**src/rtl/ofs_fim_eth_plat_if_pkg.sv**
```systemverilog
// rtl/ofs_fim_eth_plat_if_pkg.sv - Ethernet platform sideband types shared with the MAC
package ofs_fim_eth_plat_if_pkg;

  localparam int ETH_PFC_PRIO = 8;

  typedef struct packed {
    logic                    pause_xoff;
    logic                    pause_xon;
    logic [ETH_PFC_PRIO-1:0] pfc_xoff;
  } t_eth_sideband_to_mac;

endpackage

```
**src/rtl/eth_sat_cnt.sv**
```systemverilog
// rtl/eth_sat_cnt.sv - 32-bit event counter that holds at all-ones
module eth_sat_cnt (
  input  logic        i_clk,
  input  logic        i_rst,
  input  logic        i_inc,
  output logic [31:0] o_cnt
);

  logic [31:0] r_cnt;

  always_ff @(posedge i_clk) begin
    if (i_rst) begin
      r_cnt <= '0;
    end else if (i_inc && (r_cnt != '1)) begin
      r_cnt <= r_cnt + 32'd1;
    end
  end

  assign o_cnt = r_cnt;

endmodule

```
**src/rtl/eth_pause_gen.sv**
```systemverilog
// rtl/eth_pause_gen.sv - link pause XOFF/XON generator with hysteresis and refresh, plus PFC forwarding
module eth_pause_gen
  import ofs_fim_eth_plat_if_pkg::*;
#(
  parameter int OCC_WIDTH      = 12,
  parameter int XOFF_THRESH    = 768,
  parameter int XON_THRESH     = 256,
  parameter int REFRESH_CYCLES = 4096
) (
  input  logic                    clk,
  input  logic                    rst,
  input  logic                    cfg_pause_en,
  input  logic [ETH_PFC_PRIO-1:0] cfg_pfc_en,
  input  logic [OCC_WIDTH-1:0]    rx_occ,
  input  logic [ETH_PFC_PRIO-1:0] pfc_req,
  output t_eth_sideband_to_mac    sb_to_mac,
  output logic                    paused,
  output logic [31:0]             xoff_cnt,
  output logic [31:0]             xon_cnt
);

  if (XON_THRESH >= XOFF_THRESH) begin : g_bad_hyst
    $error("eth_pause_gen: XON_THRESH must be below XOFF_THRESH");
  end
  if ((XON_THRESH < 0) || (XOFF_THRESH >= (1 << OCC_WIDTH))) begin : g_bad_width
    $error("eth_pause_gen: thresholds do not fit in OCC_WIDTH");
  end
  if ((REFRESH_CYCLES < 2) || (REFRESH_CYCLES > 65535)) begin : g_bad_refresh
    $error("eth_pause_gen: REFRESH_CYCLES out of range 2..65535");
  end

  localparam logic [OCC_WIDTH-1:0] XOFF_T       = OCC_WIDTH'(XOFF_THRESH);
  localparam logic [OCC_WIDTH-1:0] XON_T        = OCC_WIDTH'(XON_THRESH);
  localparam logic [15:0]          REFRESH_LOAD = 16'(REFRESH_CYCLES - 1);

  typedef enum logic [1:0] {
    S_IDLE,
    S_XOFF,
    S_PAUSED,
    S_XON
  } t_state;

  t_state                  r_state;
  t_state                  w_next_state;
  logic [15:0]             r_refresh_cnt;
  logic [15:0]             w_refresh_nxt;
  logic                    r_pause_xoff;
  logic                    r_pause_xon;
  logic                    r_paused;
  logic [ETH_PFC_PRIO-1:0] r_pfc_xoff;
  logic                    w_pause_xoff;
  logic                    w_pause_xon;
  logic                    w_paused;
  logic                    w_xon_cond;

  assign w_xon_cond = !cfg_pause_en || (rx_occ <= XON_T);

  // Outputs are decoded from the next state and registered, so they line up with r_state
  always_ff @(posedge clk) begin
    if (rst) begin
      r_state       <= S_IDLE;
      r_refresh_cnt <= '0;
      r_pause_xoff  <= 1'b0;
      r_pause_xon   <= 1'b0;
      r_paused      <= 1'b0;
      r_pfc_xoff    <= '0;
    end else begin
      r_state       <= w_next_state;
      r_refresh_cnt <= w_refresh_nxt;
      r_pause_xoff  <= w_pause_xoff;
      r_pause_xon   <= w_pause_xon;
      r_paused      <= w_paused;
      r_pfc_xoff    <= pfc_req & cfg_pfc_en;
    end
  end

  always_comb begin
    w_next_state  = r_state;
    w_refresh_nxt = r_refresh_cnt;
    case (r_state)
      S_IDLE: begin
        if (cfg_pause_en && (rx_occ >= XOFF_T)) w_next_state = S_XOFF;
      end
      S_XOFF: begin
        w_next_state  = S_PAUSED;
        w_refresh_nxt = REFRESH_LOAD;
      end
      S_PAUSED: begin
        // XON wins over a coinciding refresh expiry
        if (w_xon_cond) begin
          w_next_state = S_XON;
        end else if (r_refresh_cnt == 16'd0) begin
          w_next_state = S_XOFF;
        end else begin
          w_refresh_nxt = r_refresh_cnt - 16'd1;
        end
      end
      S_XON: begin
        w_next_state = S_IDLE;
      end
      default: begin
        w_next_state = S_IDLE;
      end
    endcase
  end

  always_comb begin
    w_pause_xoff = (w_next_state == S_XOFF);
    w_pause_xon  = (w_next_state == S_XON);
    w_paused     = (w_next_state == S_XOFF) || (w_next_state == S_PAUSED);
  end

  eth_sat_cnt u_xoff_cnt (
    .i_clk (clk),
    .i_rst (rst),
    .i_inc (w_pause_xoff),
    .o_cnt (xoff_cnt)
  );

  eth_sat_cnt u_xon_cnt (
    .i_clk (clk),
    .i_rst (rst),
    .i_inc (w_pause_xon),
    .o_cnt (xon_cnt)
  );

  assign sb_to_mac.pause_xoff = r_pause_xoff;
  assign sb_to_mac.pause_xon  = r_pause_xon;
  assign sb_to_mac.pfc_xoff   = r_pfc_xoff;
  assign paused               = r_paused;

endmodule

```
**config.mk**
```make
export PLATFORM = sky130hd
export DESIGN_NAME = eth_pause_gen
export DESIGN_NICKNAME = d
export VERILOG_FILES = /design/src/rtl/ofs_fim_eth_plat_if_pkg.sv /design/src/rtl/eth_sat_cnt.sv /design/src/rtl/eth_pause_gen.sv
export SDC_FILE = /design/constraint.sdc
export NUM_CORES = 1
export LEC_CHECK = 0
export BUFFER_PORTS_ARGS = -buffer_cell sky130_fd_sc_hd__buf_2
export CAP_MARGIN = 20
export CORE_UTILIZATION = 53
export CTS_CLUSTER_DIAMETER = 50
export DETAILED_ROUTE_END_ITERATION = 12
export PLACE_DENSITY_LB_ADDON = 0.12
export SLEW_MARGIN = 20
export SYNTH_ARGS = -nofsm -noshare
export SYNTH_HDL_FRONTEND = slang
export SYNTH_SLANG_ARGS = --single-unit
```
**constraint.sdc**
```tcl
create_clock -name clk -period 4.45 [get_ports clk]
set_input_delay 0.89 -clock clk [delete_from_list [all_inputs] [get_ports clk]]
set_output_delay 0.89 -clock clk [all_outputs]
set_load 0.02 [all_outputs]
```
==> results.cfg <==
[run_status]
outcome = completed

[sta]
tightest_slew_ps = 808.3
period_minus_slack_ps = 3743
finalSetupTns_ps = 0
rsz0062_at_grt = false
finalMaxSlewViolations = 0
max_clock_freq_ghz = 0.2672
finalSetupViolations = 0
hold_viol = 0
timing.slew.headroom_pct = 46.12
finClkSkew_ps = 11.87
post-route-period-util_pct = 84.11

[finish]
final_nets = 644
syn_to_final_growth_pct = 18.16
drive_above_1_share_pct = 22.51
layout_common_cells = buf_2, dfxtp_1, nor2_1
utilization_pct = 65.50
num_antenna_cells = 0
final_common_cell = buf_2
design_area_um2 = 5114

[power_and_ir_drop]
p_per_area_nw_per_um2 = 321.2
p_leak_nw = 2.122
ir_worst_vdd_uv = 194.6

[drt]
first_iter_violations = 138
route.detailed.drc = 0
vias = 4023
finalWirelength_um = 10030
ant_nets = 0
drt-pass1-iter-count = 4
drt-wirelength-per-cell_um = 14.03
avgViaCountPerCell = 5.627

[critical_path]
crit_fanout = 8
cp_common_cell = nor2_1
start_kind = input port
crit_slowest_cell = or4_2
critPathKind = in2reg
crit_chain = buf_2, nor4_1, a21boi_0, o21ai_0, nor2_1, o21a_1, inv_1, ha_1, nand3_1, nor2_1, nand2_1, or4_2, a21oi_1
required_ps = 4730
endpoint_kind = flip-flop
crit_arrival_ps = 4020
max_stage_delay_ps = 570

[yosys]
synth.largest_area_cell = dfxtp_1
synth_top_area_share_pct = 43.02
syn-cell-area_um2 = 4328
ys_seq_area_share_pct = 43.02
synth_edf_count = 0
syn_inst = 509
ys_warn_count = 0
ys_ff_latch = 93
ys_types = 53
async_flop_share_pct = 0
synth_area_per_cell_um2 = 8.503
synth_top_cells_by_area = dfxtp_1, xor2_1, nor2_1
syn-num-nets = 545
synthFlopType = dfxtp_1

[clock_tree]
clk_pin_slew_ps = 90
clock-sinks = 93
postCtsSetupBuffers = 0
htreeDepth = 3
insertion_delay_ps = 350
cts_hold_buffers = 0
cts-root-buf = clkbuf_8
cts.repair.resized = 0
cts_tree = yes
numCtsBuffers = 9
clock_path_buffers = 2

[grt]
grt_max_degree = 52
grt_usage_pct = 24.39
antenna_found_initial = 0
grt_pass1_vias = 3639
grt_overflow = 0
grt_pass1_wl_um = 16950

[min_path]
hp-class = reg2reg

[floorplanning]
die_w_um = 92.37
std_cell_rows = 32
ios = 106
die-area_um2 = 8531
start_util_pct = 55.43
coreArea_um2 = 7807
die_h_um = 92.37

[placement]
portBuffers = 105
place_congestion = 0.8192
dpl-instance-area_um2 = 4927
hpwlAfterDp_um = 7060

[job]
drv_cap = 0
power breakdown:
group / switching, mW / internal [mW] / total (mW)
Combinational: 0.127 / 0.0842 / 0.211
Clock: 0.283 / 0.260 / 0.543
Sequential: 0.0299 / 0.858 / 0.888
per-layer routing:
layer	global-route usage, %	vias to the layer above	share of wire (%)
met4	6.771	0	1.1
met3	4.762	10	5.0
li1	-	2020	-
met5	0	-	0
met2	40.74	101	49
met1	32.05	1892	45
path summary, 6_finish.rpt:
| check | start | to | slack, ps | cells after the start |
|---|---|---|---|---|
| max | rx_occ[5] | u_xon_cnt.o_cnt[27] | 710 | 13 |
| min | u_xoff_cnt.o_cnt[20] | u_xoff_cnt.o_cnt[20] | 510 | 2 |
| max reg2reg | r_refresh_cnt[7] | u_xon_cnt.o_cnt[27] | 800 | 11 |
| min reg2reg | u_xoff_cnt.o_cnt[20] | u_xoff_cnt.o_cnt[20] | 510 | 2 |
state kept, by name, indices dropped and copies added (netlist names):
signal	flops
r_pfc_xoff	8
r_refresh_cnt	16
u_xon_cnt.o_cnt	32
r_state	2
u_xoff_cnt.o_cnt	32
r_pause_xon	1
r_pause_xoff	1
paused	1
final cells by class:
cell class                 instances  area (um^2)
fill                             715         2694
multi-input combinational        384         2340
sequential                        93         1862
timing repair buffer             110        563.0
clock buffer                      12        135.1
tap                              102        127.6
clock inverter                     4        48.80
inverter                          10        37.54
cells in the mapped netlist, drive strengths merged (3+ instances only):
| master | number |
|---|---|
| and3 | 11 |
| inv | 10 |
| nor3 | 18 |
| o21ai | 9 |
| nor4 | 16 |
| ha | 5 |
| nand4b | 3 |
| dfxtp | 93 |
| and4 | 8 |
| or4 | 3 |
| nand2 | 36 |
| xor2 | 43 |
| nor2 | 84 |
| clkbuf | 18 |
| xnor2 | 11 |
| nand4 | 32 |
| and2 | 5 |
| a211oi | 10 |
| nor3b | 5 |
| a21oi | 13 |
| nand3 | 32 |
| buf | 4 |
| a311oi | 4 |
| or3 | 9 |
| a31oi | 5 |
critical path, delay by kind of cell:
| kind | cells | cell delay [ps] |
|---|---|---|
| buf+inv | 2 | 150 |
| compound gates | 4 | 1030 |
| simple gates | 6 | 1670 |
| fa+ha+maj | 1 | 260 |
cell families after synthesis:
kind of cell,after synthesis,synth area share [%]
compound gates,56,8.788
flops,93,43.02
mux,1,0.2313
simple gates,268,32.61
fa+ha+maj,5,1.446
xor+xnor,54,10.93
buf+inv,32,2.977
through the flow:
step | total power, mW | instances | hold slack [ps] | worst slack [ps]
after global routing | 1.719 | 715 | 567.6 | 362.7
after CTS | 1.657 | 715 | 514.2 | 676.1
final | 1.642 | 715 | 506.5 | 707.3
after detailed placement | 1.116 | 699 | 500.0 | 300.6
after global placement | 1.109 | 699 | 477.4 | 576.9
after floorplan | 1.051 | 509 | 469.9 | 1012
No activity file was read; power rests on OpenSTA's default activity.
